==> src/rtl/lnvd_pkg.sv <==
// lnvd_pkg: shared widths, parameter limits and the tick-divider helper
// for the LNVD signal-capture conditioning stage.
package lnvd_pkg;

  localparam int LNVD_DW  = 8;
  localparam int LNVD_OW  = 12;
  localparam int LNVD_NCH = 4;

  localparam int LNVD_LOG2_AVG_MIN = 4;
  localparam int LNVD_LOG2_AVG_MAX = 8;

  typedef logic [LNVD_DW-1:0] lnvd_byte_t;
  typedef logic [LNVD_OW-1:0] lnvd_avg_t;

  function automatic int lnvd_div(input int clk_hz,
                                  input int sample_hz);
    return (sample_hz > 0) ? clk_hz / sample_hz : 0;
  endfunction

endpackage

==> src/rtl/lnvd_chan_avg.sv <==
// lnvd_chan_avg: one channel's box-car accumulator, peak-hold and
// average output register.
// Ports: clk, rst (sync, active high), tick_i (sample strobe),
//   win_end_i (this tick closes the window), freeze_i, peak_clr_i,
//   data_i (raw byte), avg_o (12-bit mean x16), peak_o (max byte).
module lnvd_chan_avg
  import lnvd_pkg::*;
#(
  parameter int LOG2_AVG = 4
) (
  input  logic             clk,
  input  logic             rst,
  input  logic             tick_i,
  input  logic             win_end_i,
  input  logic             freeze_i,
  input  logic             peak_clr_i,
  input  lnvd_byte_t       data_i,
  output lnvd_avg_t        avg_o,
  output lnvd_byte_t       peak_o
);

  localparam int AW = LNVD_DW + LOG2_AVG;

  logic [AW-1:0] acc_q, acc_d;
  logic [AW-1:0] sum;
  lnvd_avg_t     avg_q, avg_d;
  lnvd_byte_t    peak_q, peak_d;

  assign sum = acc_q + AW'(data_i);

  always_comb begin
    acc_d  = acc_q;
    avg_d  = avg_q;
    peak_d = peak_q;
    if (tick_i) begin
      acc_d = win_end_i ? '0 : sum;
      // Top 12 bits of the sum == sum >> (LOG2_AVG-4).
      if (win_end_i && !freeze_i)
        avg_d = sum[AW-1 -: LNVD_OW];
      // A clear coinciding with a tick restarts from this sample.
      if (peak_clr_i || (data_i > peak_q))
        peak_d = data_i;
    end else if (peak_clr_i) begin
      peak_d = '0;
    end
  end

  always_ff @(posedge clk) begin
    if (rst) begin
      acc_q  <= '0;
      avg_q  <= '0;
      peak_q <= '0;
    end else begin
      acc_q  <= acc_d;
      avg_q  <= avg_d;
      peak_q <= peak_d;
    end
  end

  assign avg_o  = avg_q;
  assign peak_o = peak_q;

endmodule

==> src/rtl/lnvd_sig_capture.sv <==
// lnvd_sig_capture: samples four byte channels at SAMPLE_HZ, averages
// 2^LOG2_AVG samples each and holds per-channel peaks for the viewer.
// Ports: clk, rst (sync, active high), ch_a..ch_d (raw bytes), freeze
//   (hold averages), peak_clr (clear peaks), avg_a..avg_d (12-bit
//   mean x16), peak_a..peak_d, upd (averages changed), tick (strobe).
module lnvd_sig_capture
  import lnvd_pkg::*;
#(
  parameter int CLK_HZ    = 50_000_000,
  parameter int SAMPLE_HZ = 1_000,
  parameter int LOG2_AVG  = 4
) (
  input  logic        clk,
  input  logic        rst,
  input  logic [7:0]  ch_a,
  input  logic [7:0]  ch_b,
  input  logic [7:0]  ch_c,
  input  logic [7:0]  ch_d,
  input  logic        freeze,
  input  logic        peak_clr,
  output logic [11:0] avg_a,
  output logic [11:0] avg_b,
  output logic [11:0] avg_c,
  output logic [11:0] avg_d,
  output logic [7:0]  peak_a,
  output logic [7:0]  peak_b,
  output logic [7:0]  peak_c,
  output logic [7:0]  peak_d,
  output logic        upd,
  output logic        tick
);

  localparam int DIV = lnvd_div(CLK_HZ, SAMPLE_HZ);
  localparam int CW  = (DIV > 2) ? $clog2(DIV) : 1;

  if (DIV < 2 ||
      LOG2_AVG < LNVD_LOG2_AVG_MIN ||
      LOG2_AVG > LNVD_LOG2_AVG_MAX) begin : g_bad_param
    $error("lnvd_sig_capture: illegal DIV or LOG2_AVG");
  end

  logic [CW-1:0]       cnt_q, cnt_d;
  logic [LOG2_AVG-1:0] n_q, n_d;
  logic                upd_q, upd_d;
  logic                tick_w;
  logic                win_end;

  assign tick_w  = (cnt_q == CW'(DIV - 1));
  assign win_end = &n_q;

  always_comb begin
    cnt_d = tick_w ? '0 : cnt_q + 1'b1;
    n_d   = tick_w ? n_q + 1'b1 : n_q;
    upd_d = tick_w && win_end && !freeze;
  end

  always_ff @(posedge clk) begin
    if (rst) begin
      cnt_q <= '0;
      n_q   <= '0;
      upd_q <= 1'b0;
    end else begin
      cnt_q <= cnt_d;
      n_q   <= n_d;
      upd_q <= upd_d;
    end
  end

  lnvd_byte_t [LNVD_NCH-1:0] ch_w;
  lnvd_avg_t  [LNVD_NCH-1:0] avg_w;
  lnvd_byte_t [LNVD_NCH-1:0] peak_w;

  assign ch_w = {ch_d, ch_c, ch_b, ch_a};

  for (genvar g = 0; g < LNVD_NCH; g++) begin : g_ch
    lnvd_chan_avg #(
      .LOG2_AVG (LOG2_AVG)
    ) u_chan (
      .clk        (clk),
      .rst        (rst),
      .tick_i     (tick_w),
      .win_end_i  (win_end),
      .freeze_i   (freeze),
      .peak_clr_i (peak_clr),
      .data_i     (ch_w[g]),
      .avg_o      (avg_w[g]),
      .peak_o     (peak_w[g])
    );
  end

  assign {avg_d, avg_c, avg_b, avg_a}     = avg_w;
  assign {peak_d, peak_c, peak_b, peak_a} = peak_w;
  assign upd  = upd_q;
  assign tick = tick_w;

endmodule

==> config.mk <==
export PLATFORM = sky130hd
export DESIGN_NAME = lnvd_sig_capture
export DESIGN_NICKNAME = d
export VERILOG_FILES = /design/src/rtl/lnvd_pkg.sv /design/src/rtl/lnvd_chan_avg.sv /design/src/rtl/lnvd_sig_capture.sv
export SDC_FILE = /design/constraint.sdc
export NUM_CORES = 1
export LEC_CHECK = 0
export BUFFER_PORTS_ARGS = -buffer_cell sky130_fd_sc_hd__buf_2
export CORE_MARGIN = 1.5
export CORE_UTILIZATION = 45
export CTS_CLUSTER_SIZE = 16
export DETAILED_ROUTE_END_ITERATION = 7
export PLACE_DENSITY_LB_ADDON = 0.25
export SETUP_SLACK_MARGIN = 0.02
export SLEW_MARGIN = 20
export SYNTH_ARGS = -nofsm -noshare
export SYNTH_HDL_FRONTEND = slang
export SYNTH_HIERARCHICAL = 1
export SYNTH_SLANG_ARGS = --single-unit
==> constraint.sdc <==
create_clock -name clk -period 3.7 [get_ports clk]
set_clock_uncertainty 0.2 [all_clocks]
set_input_delay 0.185 -clock clk [delete_from_list [all_inputs] [get_ports clk]]
set_output_delay 0.185 -clock clk [all_outputs]
set_load 0.01 [all_outputs]
==> results.md <==
* TNS Setup at 0 ps
* Post-CTS sizing at 0
* Met1 Usage GRT at ~29%
* Critical Path Start Type: register
* Most frequent cells in the layout: dfxtp_1 (149), buf_2 (116), nor2_1 (102), nand2_1 (99), a21oi_1 (70)
* Num CTS Buffers at 17
* Status: completed
* GRT Resource Usage Total at 20.8%
* Overflow after GRT at 0
* Multiplexer share of the synthesized area at 4.17%
* Cells after Synth at 1026
* Layout Nets at between 1k and 1.5k
* Post-synthesis xor/xnor area fraction at ~4.2%
* Die Wd at 143 µm
* Critical Path Max Stage Delay at 700 ps
* Htree depth at 4
* Max-Slew Margin vs Limit at between 50 and 60%
* Top Ports at ~120
* CP Max Fanout at 19
* Final period util at 89.2%
* Count of final hold-check violations at 0
* LEAKAGE at 0.00416 µW
* Vias/cell at around 5.3
* Clock buffer depth at 2
* Min Tclk post-route at about 3300 ps
* Hold Path Origin: rst
* Layout cells sized above 1 at a little under a fifth
* Crit path max-delay family: simple AND/OR/NAND/NOR gates
* Worst-path clk slew at 60 ps
* Fin area at around 0.011 mm²
* CTS tree: done
* Initial antenna violation count at 0
* Synth Net Count at 1132
* Synth Area in Adders at between 10% and 20%
* Die outline height at between 100 and 150 µm
* Yosys warns at 6
* Synth top area cells: dfxtp_1 (34%), ha_1 (9.3%), nor2_1 (4.3%), nand2_1 (4.2%), mux2i_1 (4.2%)
* CP Depth at 7
* Worst Hold Depth at 2
* Routed len/inst at 14.5 µm
* Post-Synth Simple-Gate Area at roughly a quarter
* Gpl congestion at just over 0.8
* Die area at 0.0206 mm²
* Setup Buffers After CTS at 0
* Slew Limit Fails at 0
* Critical path capture point type: register
* Worst skew pair latency at between 400 and 500 ps
* CP most frequent cell: or4_1
* DRC Markers at 0
* Distinct cells, synth at 61
* Core region area at ~0.019 mm²
* Final ANT Viol Nets at 0
* First-pass GRT wire length at roughly 34000 µm
* Initial Util at a little under half
* Reg2reg end: g_ch[0].u_chan/avg_o[11]
* Compound-gate portion of the synthesized area at between 15 and 20%
* FMAX at roughly 300 MHz
* Hold endpoint: g_ch[3].u_chan/acc_q[4]
* Synth-to-Final Area Change at 19.1%
* Vias in the first global route at just under 7k
* Worst Reg2Reg Path Length in Cells at 7
* Diode count at 0
* DRT iter0 DRCs at between 400 and 500
* Largest family of logic cells by synthesized area: simple AND/OR/NAND/NOR gates
* Commonest non-fill, non-tap cell in the layout: dfxtp_1
* Crit path max-delay cell type: or4_1
* Worst path buffer plus inverter count at 1
* Seq/Total Area, Yosys at 33.6%
* Worst hold path type: in2reg
* EDFF count, synth at 0
* Share of the synthesized area in the top cell type at roughly 34%
* Vias at approximately 7.6k
* Placed Cells incl. Taps at 1374
* Post-DP Area at ~0.0096 mm²
* #FFs+latches synth at 149
* FF-to-FF Start: cnt_q[11]
* Average size of a mapped cell at about 8.7 µm²
* Mapped cell area at 0.00888 mm²
* I/O Buffers at between 100 and 150
* Arr. time, crit path at between 3000 and 4000 ps
* Hold-fix buffers, CTS at 33
* Top_reg_cell synth: dfxtp_1
* Sink Count at approximately 150
* P per Cell Area at approximately 350 mW/mm²
* Largest area contributor in the netlist: dfxtp_1
* Number of core rows at just over 50
* RSZ-0062 raised after global routing: no
* Async SR Flop Fraction at 0%
* Largest net degree at the start of global routing at 64
* Max Cap Violations at 0
* Final setup fails at 0
* Crit-path cells: or4_1 > or4_1 > inv_2 > nand2_1 > or2_0 > nor4b_1 > a211o_2
* Dpl hpwl at 14700 µm
* Final Power at approximately 3700 µW
* Global route hottest layer: met2
* Critical path type: reg2reg
* Critical Path RT at around 3900 ps
* GR Util met3 at between 3 and 4%
* Worst R2R Setup Slack at roughly 400 ps
* Met2 usage at between 30 and 40%
* DRT Pass-1 Iters at 5
* Worst vdd ir at between 0.2 and 0.3 mV
* Worst-margin pin slew at about 660 ps
* Final std cells w/o fill at between 1k and 1.5k
* Clock root cell: clkbuf_16
* Final wirelength at about 21000 µm
==> final cells by class <==
type,count,area (µm²)
timing repair buffer,171,1090
clock buffer,21,460
sequential,149,2980
clock inverter,10,130
inverter,50,188
tap,265,332
fill,1855,8830
multi-input combinational,772,5390
==> per-stage QoR <==
step                      worst slack, ps  hold WS, ps  utilization [%]
final                                 400         64.2             54.5
after global routing                  129         84.7             54.5
after CTS                             374         55.2             54.5
after detailed placement              412          246             49.7
after global placement                514          242             49.7
after floorplan                       800         54.1                -
==> power breakdown <==
part	switching [µW]	total [µW]	internal, µW
clock	679	1770	1090
sequential	23.4	1640	1620
combinational	145	272	127
==> logic make-up after synthesis <==
| group | after synthesis |
|---|---|
| compound gates | 212 |
| xor+xnor | 43 |
| fa+ha+maj | 70 |
| buf+inv | 105 |
| flops | 149 |
| mux | 37 |
| simple gates | 410 |
==> flip-flops by register name, indices dropped and copies added, names as in the netlist <==
signal,cells
g_ch.u_chan/acc_q,48
n_q,4
g_ch.u_chan/peak_o,32
g_ch.u_chan/avg_o,48
upd,1
cnt_q,16
==> worst register-to-register path: cells and delay by family, from the launching register on <==
kind	cells	cell delay [ps]
compound gates	1	160
buf+inv	1	350
flops	1	360
simple gates	5	2180
==> cells in the mapped netlist, types with 8 or more instances <==
library cell  count
a211oi_1         16
inv_1            50
nor2_1          102
buf_2            15
nor4_1            8
buf_4             8
clkbuf_1         19
xnor2_1          37
nand4_1          19
nor2b_1          37
nand3b_1         12
mux2i_1          37
ha_1             66
o31ai_1           8
o21a_1            8
o211ai_1          8
a31oi_1          12
a21oi_1          70
dfxtp_1         149
nand2b_1         57
o21ai_0          29
nand3_1          18
nand2_1          99
or3b_1            8
==> worst max-delay path by stage <==
stage                     startpoint                        to  slack [ps]
final                      cnt_q[11]  g_ch[0].u_chan/avg_o[11]         400
after CTS                  cnt_q[11]  g_ch[0].u_chan/avg_o[11]         370
after floorplan            cnt_q[11]  g_ch[0].u_chan/peak_o[0]         800
after global routing       cnt_q[11]   g_ch[0].u_chan/avg_o[7]         130
after detailed placement   cnt_q[11]  g_ch[0].u_chan/avg_o[11]         410
after global placement     cnt_q[11]   g_ch[2].u_chan/avg_o[7]         510
==> routing by layer <==
layer	share of wire (%)	up-vias	wire [µm]
li1	-	3876	-
met1	49	3561	10300
met2	46	117	9640
met3	3.2	21	658
met4	1.5	0	303
met5	0	-	0
Power figures use the tool's default switching activity.
